<file path="config.mk">
export PLATFORM = sky130hd
export DESIGN_NAME = command_executor
export DESIGN_NICKNAME = d
export VERILOG_FILES = /design/src/rtl/command_executor_pkg.sv /design/src/rtl/command_executor_regfile.sv /design/src/rtl/command_executor.sv
export SDC_FILE = /design/constraint.sdc
export NUM_CORES = 1
export LEC_CHECK = 0
export CAP_MARGIN = 20
export CORE_AREA = 2 2 113 115
export DETAILED_ROUTE_END_ITERATION = 8
export DIE_AREA = 0 0 115 117
export PLACE_DENSITY = 0.68
export SYNTH_ARGS = -nofsm -noshare
export SYNTH_HDL_FRONTEND = slang
export SYNTH_SLANG_ARGS = --single-unit
export TNS_END_PERCENT = 1
</file>
<file path="constraint.sdc">
create_clock -name i_clk -period 6.4 [get_ports i_clk]
set_input_delay 0.96 -clock i_clk [delete_from_list [all_inputs] [get_ports i_clk]]
set_output_delay 0.96 -clock i_clk [all_outputs]
set_load 0.01 [all_outputs]
</file>
<file path="src/rtl/command_executor_pkg.sv">
`default_nettype none
// +----------------------------------------------------------------------------+
// | Module      : command_executor_pkg                                         |
// | Description : Shared types for the command executor: command and status   |
// |               encodings, FSM state type, and the saturating increment used |
// |               for the error counter.                                       |
// | Ports       : none (package)                                               |
// | Revision    : 1.0 - initial release                                        |
// +----------------------------------------------------------------------------+
package command_executor_pkg;

  typedef enum logic {
    WRITE = 1'b0,
    READ  = 1'b1
  } command_t;

  typedef enum logic {
    OK    = 1'b0,
    ERROR = 1'b1
  } status_t;

  typedef enum logic [1:0] {
    IDLE = 2'd0,
    EXEC = 2'd1,
    RESP = 2'd2
  } state_t;

  localparam int              ERROR_COUNT_WIDTH = 8;
  localparam logic [ERROR_COUNT_WIDTH-1:0] ERROR_COUNT_MAX = '1;

  // Counter sticks at its maximum instead of wrapping back to zero.
  function automatic logic [ERROR_COUNT_WIDTH-1:0] sat_inc(
    input logic [ERROR_COUNT_WIDTH-1:0] value
  );
    if (value == ERROR_COUNT_MAX) begin
      return value;
    end
    return value + {{(ERROR_COUNT_WIDTH-1){1'b0}}, 1'b1};
  endfunction

endpackage
`default_nettype wire

</file>
<file path="src/rtl/command_executor_regfile.sv">
`default_nettype none
// +----------------------------------------------------------------------------+
// | Module      : command_executor_regfile                                     |
// | Description : DEPTH x DATA_WIDTH register array with synchronous           |
// |               active-low clear, one enabled write port and one             |
// |               combinational read port. Addresses outside the array read    |
// |               as zero and never write; range policy lives in the parent.   |
// | Ports       : i_clk    - clock                                             |
// |               i_rst    - synchronous clear, active low                     |
// |               i_we     - write enable                                      |
// |               i_waddr  - write address                                     |
// |               i_wdata  - write data                                        |
// |               i_raddr  - read address                                      |
// |               o_rdata  - read data (combinational)                         |
// | Revision    : 1.0 - initial release                                        |
// +----------------------------------------------------------------------------+
module command_executor_regfile
  import command_executor_pkg::*;
#(
  parameter int ADDR_WIDTH = 4,
  parameter int DATA_WIDTH = 8,
  parameter int DEPTH      = 12
) (
  input  logic                  i_clk,
  input  logic                  i_rst,
  input  logic                  i_we,
  input  logic [ADDR_WIDTH-1:0] i_waddr,
  input  logic [DATA_WIDTH-1:0] i_wdata,
  input  logic [ADDR_WIDTH-1:0] i_raddr,
  output logic [DATA_WIDTH-1:0] o_rdata
);

  logic [DATA_WIDTH-1:0] r_mem [DEPTH];

  always_ff @(posedge i_clk) begin
    if (!i_rst) begin
      for (int i = 0; i < DEPTH; i++) begin
        r_mem[i] <= '0;
      end
    end else if (i_we) begin
      // Decode per entry so an out-of-array address simply matches nothing.
      for (int i = 0; i < DEPTH; i++) begin
        if (i_waddr == ADDR_WIDTH'(i)) begin
          r_mem[i] <= i_wdata;
        end
      end
    end
  end

  always_comb begin
    o_rdata = '0;
    for (int i = 0; i < DEPTH; i++) begin
      if (i_raddr == ADDR_WIDTH'(i)) begin
        o_rdata = r_mem[i];
      end
    end
  end

endmodule
`default_nettype wire

</file>
<file path="src/rtl/command_executor.sv">
`default_nettype none
// +----------------------------------------------------------------------------+
// | Module      : command_executor                                             |
// | Description : Command/status bus slave endpoint. Accepts one WRITE or READ |
// |               at a time, executes it against an internal register array    |
// |               after LATENCY cycles and returns OK/ERROR plus read data.    |
// | Ports       : i_clk           - clock                                      |
// |               i_rst           - synchronous reset, active low              |
// |               i_command_valid - command offered                            |
// |               o_command_ready - executor can accept a command              |
// |               i_command       - WRITE or READ                              |
// |               i_addr          - target entry                               |
// |               i_wdata         - write data (ignored for READ)              |
// |               o_status_valid  - response offered                           |
// |               i_status_ready  - consumer accepts the response              |
// |               o_status        - OK or ERROR                                |
// |               o_rdata         - read data, 0 for WRITE and ERROR           |
// |               o_error_count   - saturating count of ERROR responses        |
// | Revision    : 1.0 - initial release                                        |
// +----------------------------------------------------------------------------+
module command_executor
  import command_executor_pkg::*;
#(
  parameter int ADDR_WIDTH = 4,
  parameter int DATA_WIDTH = 8,
  parameter int DEPTH      = 12,
  parameter int LATENCY    = 2
) (
  input  logic                         i_clk,
  input  logic                         i_rst,
  input  logic                         i_command_valid,
  output logic                         o_command_ready,
  input  command_t                     i_command,
  input  logic [ADDR_WIDTH-1:0]        i_addr,
  input  logic [DATA_WIDTH-1:0]        i_wdata,
  output logic                         o_status_valid,
  input  logic                         i_status_ready,
  output status_t                      o_status,
  output logic [DATA_WIDTH-1:0]        o_rdata,
  output logic [ERROR_COUNT_WIDTH-1:0] o_error_count
);

  localparam int CNT_W = $clog2(LATENCY + 1);
  // One extra bit so DEPTH == 2**ADDR_WIDTH is representable in the compare.
  localparam logic [ADDR_WIDTH:0] DEPTH_EXT = (ADDR_WIDTH + 1)'(DEPTH);

  state_t                         r_state;
  logic [CNT_W-1:0]               r_cnt;
  command_t                       r_cmd;
  logic [ADDR_WIDTH-1:0]          r_addr;
  logic [DATA_WIDTH-1:0]          r_wdata;
  logic                           r_command_ready;
  logic                           r_status_valid;
  status_t                        r_status;
  logic [DATA_WIDTH-1:0]          r_rdata;
  logic [ERROR_COUNT_WIDTH-1:0]   r_error_count;

  logic                           w_in_range;
  logic                           w_resolve;
  logic                           w_we;
  logic [DATA_WIDTH-1:0]          w_rd_data;

  // Full-width compare: addresses past DEPTH never alias onto real entries.
  assign w_in_range = ({1'b0, r_addr} < DEPTH_EXT);
  assign w_resolve  = (r_state == EXEC) && (r_cnt == '0);
  // Storage changes only in the resolve cycle, so a later READ sees every
  // completed WRITE.
  assign w_we       = w_resolve && w_in_range && (r_cmd == WRITE);

  command_executor_regfile #(
    .ADDR_WIDTH (ADDR_WIDTH),
    .DATA_WIDTH (DATA_WIDTH),
    .DEPTH      (DEPTH)
  ) u_regfile (
    .i_clk   (i_clk),
    .i_rst   (i_rst),
    .i_we    (w_we),
    .i_waddr (r_addr),
    .i_wdata (r_wdata),
    .i_raddr (r_addr),
    .o_rdata (w_rd_data)
  );

  always_ff @(posedge i_clk) begin
    if (!i_rst) begin
      r_state         <= IDLE;
      r_cnt           <= '0;
      r_cmd           <= WRITE;
      r_addr          <= '0;
      r_wdata         <= '0;
      r_command_ready <= 1'b1;
      r_status_valid  <= 1'b0;
      r_status        <= OK;
      r_rdata         <= '0;
      r_error_count   <= '0;
    end else begin
      case (r_state)
        IDLE: begin
          // Ready is always high here, so valid alone completes the handshake.
          if (i_command_valid) begin
            r_cmd           <= i_command;
            r_addr          <= i_addr;
            r_wdata         <= i_wdata;
            r_cnt           <= CNT_W'(LATENCY - 1);
            r_command_ready <= 1'b0;
            r_state         <= EXEC;
          end
        end

        EXEC: begin
          if (r_cnt == '0) begin
            if (!w_in_range) begin
              r_status      <= ERROR;
              r_rdata       <= '0;
              r_error_count <= sat_inc(r_error_count);
            end else if (r_cmd == READ) begin
              r_status <= OK;
              r_rdata  <= w_rd_data;
            end else begin
              r_status <= OK;
              r_rdata  <= '0;
            end
            r_status_valid <= 1'b1;
            r_state        <= RESP;
          end else begin
            r_cnt <= r_cnt - CNT_W'(1);
          end
        end

        RESP: begin
          // Status and data hold their values until the consumer takes them.
          if (i_status_ready) begin
            r_status_valid  <= 1'b0;
            r_command_ready <= 1'b1;
            r_state         <= IDLE;
          end
        end

        default: begin
          r_status_valid  <= 1'b0;
          r_command_ready <= 1'b1;
          r_state         <= IDLE;
        end
      endcase
    end
  end

  assign o_command_ready = r_command_ready;
  assign o_status_valid  = r_status_valid;
  assign o_status        = r_status;
  assign o_rdata         = r_rdata;
  assign o_error_count   = r_error_count;

endmodule
`default_nettype wire

</file>
==> results.md, run 1 <==
* Minimum clock period at 3.11 ns
* WHS at 0.457 ns
* CP arrival at 3.14 ns
* Seq/Total Area, Yosys at 59.8%
* Design Power at around 0.0021 W
* Layout fillers at 1,048
* Core Area at 12,300 um2
* Die area at 13,500 um2
* Clock root buffer: clkbuf_16
* Worst hold path class: reg -> reg
* Achievable Freq at 322 MHz
* Hpwl dp at about 9800 um
* Xor and xnor area share after synthesis at 0.726%
* CP Capture Type: flop
* Primary FF master, synth: edfxtp_1
* Post_cts resized at 0
* CP Max Fanout at 24
* Initial core utilization at about half
* Total length of routed wires at 14,900 um
* Flip-flop and latch count after synthesis at 132
* Setup_tns at 0 ns
* Post-synthesis mux area share at 1.87%
* Wire per inst at about 19 um
* Status: finished, final reports clean
* Layout cells sized above 1 at 8.10%
* Async set-or-reset flop fraction in the synthesized netlist at 0%
* Die height at 117 um
* Clock Tree Buf Depth at 2
* Multi-input gate area at approximately 2200 um2
* Clock transition at path regs at about 0.050 ns
* Fin crit share at 48.6%
* Adder-cell share of the synthesized area at 0.415%
* Max_slew headroom at 28.1%
* CTS tree: yes
* CP Class: reg -> reg
* Main combinational cell family by area after synthesis: simple AND/OR/NAND/NOR gates
* Simple-gate area share of the yosys netlist at 19.9%
* H-tree levels at 4
* Largest net degree at the start of global routing at 47
* Final Hold Viols at 0
* Vias post-DR at 4,574
* CTS Hold Bufs at 0
* Via/cell ratio at 5.96
* # rows at between 40 and 50
* Cell Count Post-Placement at 735
* GPL Wtd Cong at 0.860
* Die span in x at 115 um
* Complex-gate fraction of the synthesized area at 13.4%
* Commonest non-fill, non-tap cells in the layout: nor2_1, edfxtp_1, nand2_1, dfxtp_1, clkdlybuf4s50_1
* CP required at between 6 and 7 ns
* Post-Place Worst Slack at approximately 3.4 ns
* Clk_lat worst skew at 0.41 ns
* Syn Std Cell Area at 6030 um2
* Initial DRC count at between 500 and 600
* Inserted Clock Buffers at 17
* Syn nets at approximately 600
* IO Count at 36
* Routed Antenna Nets at 0
* Lkg Pwr at about 2.4 nW
* PortBufs at 35
* Global-route total usage across every layer at 23.3%
* Max cap viols at 0
* Critical path launch point type: flop
* Worst Setup Slack, final at 3.29 ns
* Final setup violating endpoints at 0
* First-pass GRT wire length at 23,200 um
* Layout Cells excl Fill at 767
* Final clock skew at 0.00553 ns
* Layout Nets at 623
* Clock Sink Count at 132
* RSZ-0062 raised after global routing: no
* Avg Synthesized Cell Area at 10.3 um2
* Commonest non-fill, non-tap cell in the layout: nor2_1
* Pwr dens at around 300 nW/um2
* YS warnings at 0
* Post-synth cell types at 55
* Reg area at 3600 um2
* Peak VDD IR at 0.000229 V
* DRC Markers at 0
* Final Max Slew Viols at 0
* GRT overflow at 0
* Number of global-route vias before repair at approximately 4,200
* Initial antenna violation count at 0
* Syn Inst Count at about 590
* Area Overhead vs Synth at 16.1%
* Worst Tran Pin Value at 1.07 ns
* # diodes at 0
* Initial DRT Pass Iterations at 6
* Post-CTS setup buffer count at 0
* EDFF count, synth at 96
-- through the flow --
stage               area, um2  util [%]
detailed placement       6430      52.2
global placement         6430      52.2
floorplan                6030         -
finish                   7000      56.9
global route             7000      56.9
CTS                      7000      56.9
-- synth_stat cells, types with 4 or more instances --
cell type,n,area (um2)
a211o_1,5,43.8
a21boi_0,8,60.1
a21oi_1,34,170
and2_1,4,25.0
buf_2,14,70.1
clkbuf_1,25,93.8
dfxtp_1,36,721
edfxtp_1,96,2880
inv_1,16,60.1
mux2i_1,9,90.1
nand2_1,81,304
nand2b_1,7,43.8
nand3_1,18,90.1
nand3_4,4,70.1
nand4_1,4,25.0
nor2_1,102,383
nor2b_1,7,43.8
nor3_1,10,50.1
o211ai_1,12,90.1
o21ai_0,33,165
o221a_2,4,45.0
or3_1,4,25.0
-- final timing paths --
path         startpoint                      to  slack [ns]  depth (start not counted)
max           r_addr[3]  u_regfile.r_mem[0][80]        3.29                          3
min          r_wdata[2]              r_wdata[2]        0.46                          2
max reg2reg   r_addr[3]  u_regfile.r_mem[0][80]        3.29                          3
min reg2reg  r_wdata[2]              r_wdata[2]        0.46                          2
-- registers in the layout, indices dropped and copies added, names as in the netlist --
signal and flops:
o_command_ready 1, r_wdata 8, u_regfile.r_mem 96, r_cnt 2, o_status_valid 1, o_rdata 8
r_state 2, o_error_count 8, o_status 1, r_addr 4, r_cmd 1
-- worst max-delay path, stage by stage, from the launching register on --
cell and delay [ns]:
dfxtp_1 0.95, nor4bb_1 0.84, inv_1 0.08, o21ai_0 0.85
-- layout make-up --
type	count	area share, %
tap	150	2.68
clock inverter	13	2.00
multi-input combinational	396	31.2
inverter	17	0.911
timing repair buffer	40	5.54
sequential	132	51.4
clock buffer	19	6.18
-- power by group --
group          internal [W]  total (W)  switching, W
Sequential         0.000952   0.000972     0.0000195
Clock              0.000603   0.000947      0.000345
Combinational     0.0000612   0.000184      0.000123
Total               0.00162    0.00210      0.000487
-- cell families (layout without fill, tap and decap cells) --
| group | Yosys count | in the layout |
|---|---|---|
| AO/OA/AOI/OAI | 123 | 123 |
| XOR/XNOR | 5 | 5 |
| adder cells (fa/ha/maj) | 2 | 2 |
| buffers and inverters | 57 | 89 |
| flip-flops | 132 | 132 |
| multiplexers | 11 | 11 |
| AND/OR/NAND/NOR | 255 | 255 |
-- layer usage --
metal / GRT usage, % / wire (um) / share of wire [%]
met5: 0 / 0 / 0
met4: 9.56 / 383 / 2.6
met3: 6.39 / 1150 / 7.7
met2: 35.1 / 6850 / 46
met1: 32.2 / 6500 / 44
No activity file was read; power rests on OpenSTA's default activity.
==> run 2, diff against run 1 <==
==> constraint.sdc (replaced) <==
create_clock -name i_clk -period 3.2 [get_ports i_clk]
set_input_delay 0.48 -clock i_clk [delete_from_list [all_inputs] [get_ports i_clk]]
set_output_delay 0.48 -clock i_clk [all_outputs]
set_load 0.01 [all_outputs]
==> run 2 against run 1 <==
  * Sequential power rose by 100%
  * Non-clock buffer count rose by 6
  * Cell count rose by 0.78%
  * Via count rose by 0.13%
  * Critical endpoint is now u_regfile.r_mem[0][55]
  * Clock skew rose by 0.0030 ns
  * Total power rose by 93%
==> results.md, run 2 (synthesized netlist as in run 1, its figures left out) <==
* Total length of routed wires at 15,400 um (+3.5%)
* Comb pwr share at 9.5% (+0.7 points)
* Initial core utilization at 49.0% (unchanged)
* Largest net degree at the start of global routing at 45 (-4.3%)
* Hold EP: r_wdata[3]
* Worst Tran Pin Value at 0.732 ns (-0.335 ns)
* CTS Hold Bufs at 0 (unchanged)
* Post-CTS setup buffer count at 0 (unchanged)
* R2R Setup Slk at 0.46 ns (-2.83 ns)
* Status: finished, final reports clean
* Die height at 117 um (unchanged)
* Vias post-DR at 4,580 (+0.13%)
* Critical path origin: r_cnt[0]
* Clock transition at path regs at 0.06 ns (about the same)
* WHS at 0.458 ns (+0.00121 ns)
* # diodes at 0 (unchanged)
* Worst Setup Slack, final at 0.458 ns (-2.83 ns)
* Largest register FFs at 96 (unchanged)
* Commonest non-fill, non-tap cell in the layout: nor2_1
* Via/cell ratio at 5.92 (-0.65%)
* Final Max Slew Viols at 0 (unchanged)
* Peak VDD IR at 0.000382 V (+67%)
* Reg power frac at 47.9% (+1.7 points)
* Worst min-delay path startpoint: r_wdata[3]
* Critical path launch point type: flop
* Max_slew headroom at 51.1% (+23 points)
* CTS tree: yes
* Post_cts resized at 0 (unchanged)
* CP arrival at 2.81 ns (-0.33 ns)
* Max cap viols at 0 (unchanged)
* Lkg Pwr at 2.44 nW (+0.77%)
* Worst hold path class: reg -> reg
* Clock root buffer: clkbuf_16
* GRT overflow at 0 (unchanged)
* Commonest non-fill, non-tap cells in the layout: nor2_1, edfxtp_1, nand2_1, dfxtp_1, clkdlybuf4s50_1
* Global-route total usage across every layer at 24.1% (+0.71 points)
* CP Capture Type: flop
* Fin crit share at 85.7% (+37 points)
* Clk_lat worst skew at 0.42 ns (about the same)
* Final clock skew at 0.00856 ns (+0.00303 ns)
* Layout Nets at 629 (+0.96%)
* Number of global-route vias before repair at 4,364 (+3.4%)
* Setup_tns at 0 ns (unchanged)
* Layout cells sized above 1 at 8.99% (+0.89 points)
* Clock Sink Count at 132 (unchanged)
* Area Overhead vs Synth at 16.1% (unchanged)
* Final setup violating endpoints at 0 (unchanged)
* DRC Markers at 0 (unchanged)
* GPL Wtd Cong at 0.871 (+1.3%)
* Hpwl dp at 10,300 um (+4.9%)
* PortBufs at 35 (unchanged)
* RSZ-0062 raised after global routing: no
* H-tree levels at 4 (unchanged)
* Layout fillers at 1,073 (+2.4%)
* CP Max Fanout at 11 (-54%)
* Largest Register: u_regfile.r_mem
* Initial DRT Pass Iterations at 5 (-1)
* Initial antenna violation count at 0 (unchanged)
* Worst hold stages at 2 (unchanged)
* Initial DRC count at 513 (-5.5%)
* CP Class: reg -> reg
* Die area at 13,500 um2 (unchanged)
* CP required at 3.27 ns (-3.16 ns)
* Power share of the clock group at 42.7% (-2.3 points)
* Worst reg2reg endpoint: u_regfile.r_mem[0][55]
* Core Area at 12,300 um2 (unchanged)
* Die span in x at 115 um (unchanged)
* Cell depth of the worst flop-to-flop path at 7 (+4)
* Inserted Clock Buffers at 17 (unchanged)
* Sw power at 0.000958 W (+97%)
* Post-Place Worst Slack at 0.473 ns (-2.89 ns)
* Minimum clock period at 2.74 ns (-0.369 ns)
* Pwr dens at 578 nW/um2 (+93%)
* Origin of the critical flop-to-flop path: r_cnt[0]
* First-pass GRT wire length at 23,900 um (+3.2%)
* Sw Ratio at 23.7% (+0.51 points)
* Wire per inst at 19.9 um (+2.7%)
* Routed Antenna Nets at 0 (unchanged)
* # rows at 41 (unchanged)
* Clock Tree Buf Depth at 2 (unchanged)
* Final Hold Viols at 0 (unchanged)
* Achievable Freq at 365 MHz (+13%)
* Internal power at 0.00309 W (+91%)
* IO Count at 36 (unchanged)
-- run 2: cell types whose count changed in the layout (fill, tap and decap cells not counted), sizes merged --
| cell | before | now |
|---|---|---|
| buf | 5 | 11 |
| clkinvlp | 2 | 0 |
| clkinv | 9 | 7 |
| bufinv | 3 | 0 |
| clkbuf | 19 | 26 |
-- run 2: how the worst max path moves through the flow --
| stage | to | depth (start not counted) |
|---|---|---|
| after floorplan | u_regfile.r_mem[0][64] | 7 |
| after global placement | u_regfile.r_mem[0][50] | 7 |
| after detailed placement | u_regfile.r_mem[0][50] | 7 |
| after CTS | u_regfile.r_mem[0][50] | 7 |
| after global routing | u_regfile.r_mem[0][55] | 7 |
| final | u_regfile.r_mem[0][55] | 7 |
-- run 2: layout make-up --
type	instances	area [um2]	area share, %
Sequential cell	132	3600	51.4
Multi-Input combinational cell	396	2190	31.2
Clock buffer	26	499	7.13
Timing Repair Buffer	46	433	6.18
Tap cell	150	188	2.68
Inverter	17	63.8	0.911
Clock inverter	6	28.8	0.411
-- run 2: power by group through the flow --
stage / Sequential, W / Combinational (W) / Clock (W)
after floorplan: 0.00196 / 0.000255 / 0
after global placement: 0.00197 / 0.000371 / 0
after detailed placement: 0.00197 / 0.000375 / 0
after CTS: 0.00194 / 0.000378 / 0.00175
after global routing: 0.00194 / 0.000414 / 0.00182
final: 0.00194 / 0.000384 / 0.00173
-- run 2: critical path, stage by stage (launching register included) --
cell      delay [ns]
dfxtp_1         0.32
inv_1           0.08
ha_1            0.27
nand3b_4        0.18
or3_4           0.47
nor3_2          0.19
nand3_1         0.37
nand2_1         0.50
-- run 2: routing by layer --
metal / wire length (um) / vias to the layer above / global-route usage, %
met4: 454 / 0 / 11.5
li1: - / 2131 / -
met5: 0 / - / 0
met1: 6690 / 2196 / 32.3
met2: 7070 / 224 / 37.0
met3: 1190 / 29 / 5.82
-- run 2: per-stage QoR --
stage	util (%)	instance area, um2	total power, W	instances
3_3_place_gp	52.6	6480	0.00234	741
6_report	56.9	7000	0.00405	773
5_1_grt	56.9	7000	0.00418	773
2_1_floorplan	-	6030	0.00221	585
3_5_place_dp	52.6	6480	0.00235	741
4_1_cts	56.9	7000	0.00406	773
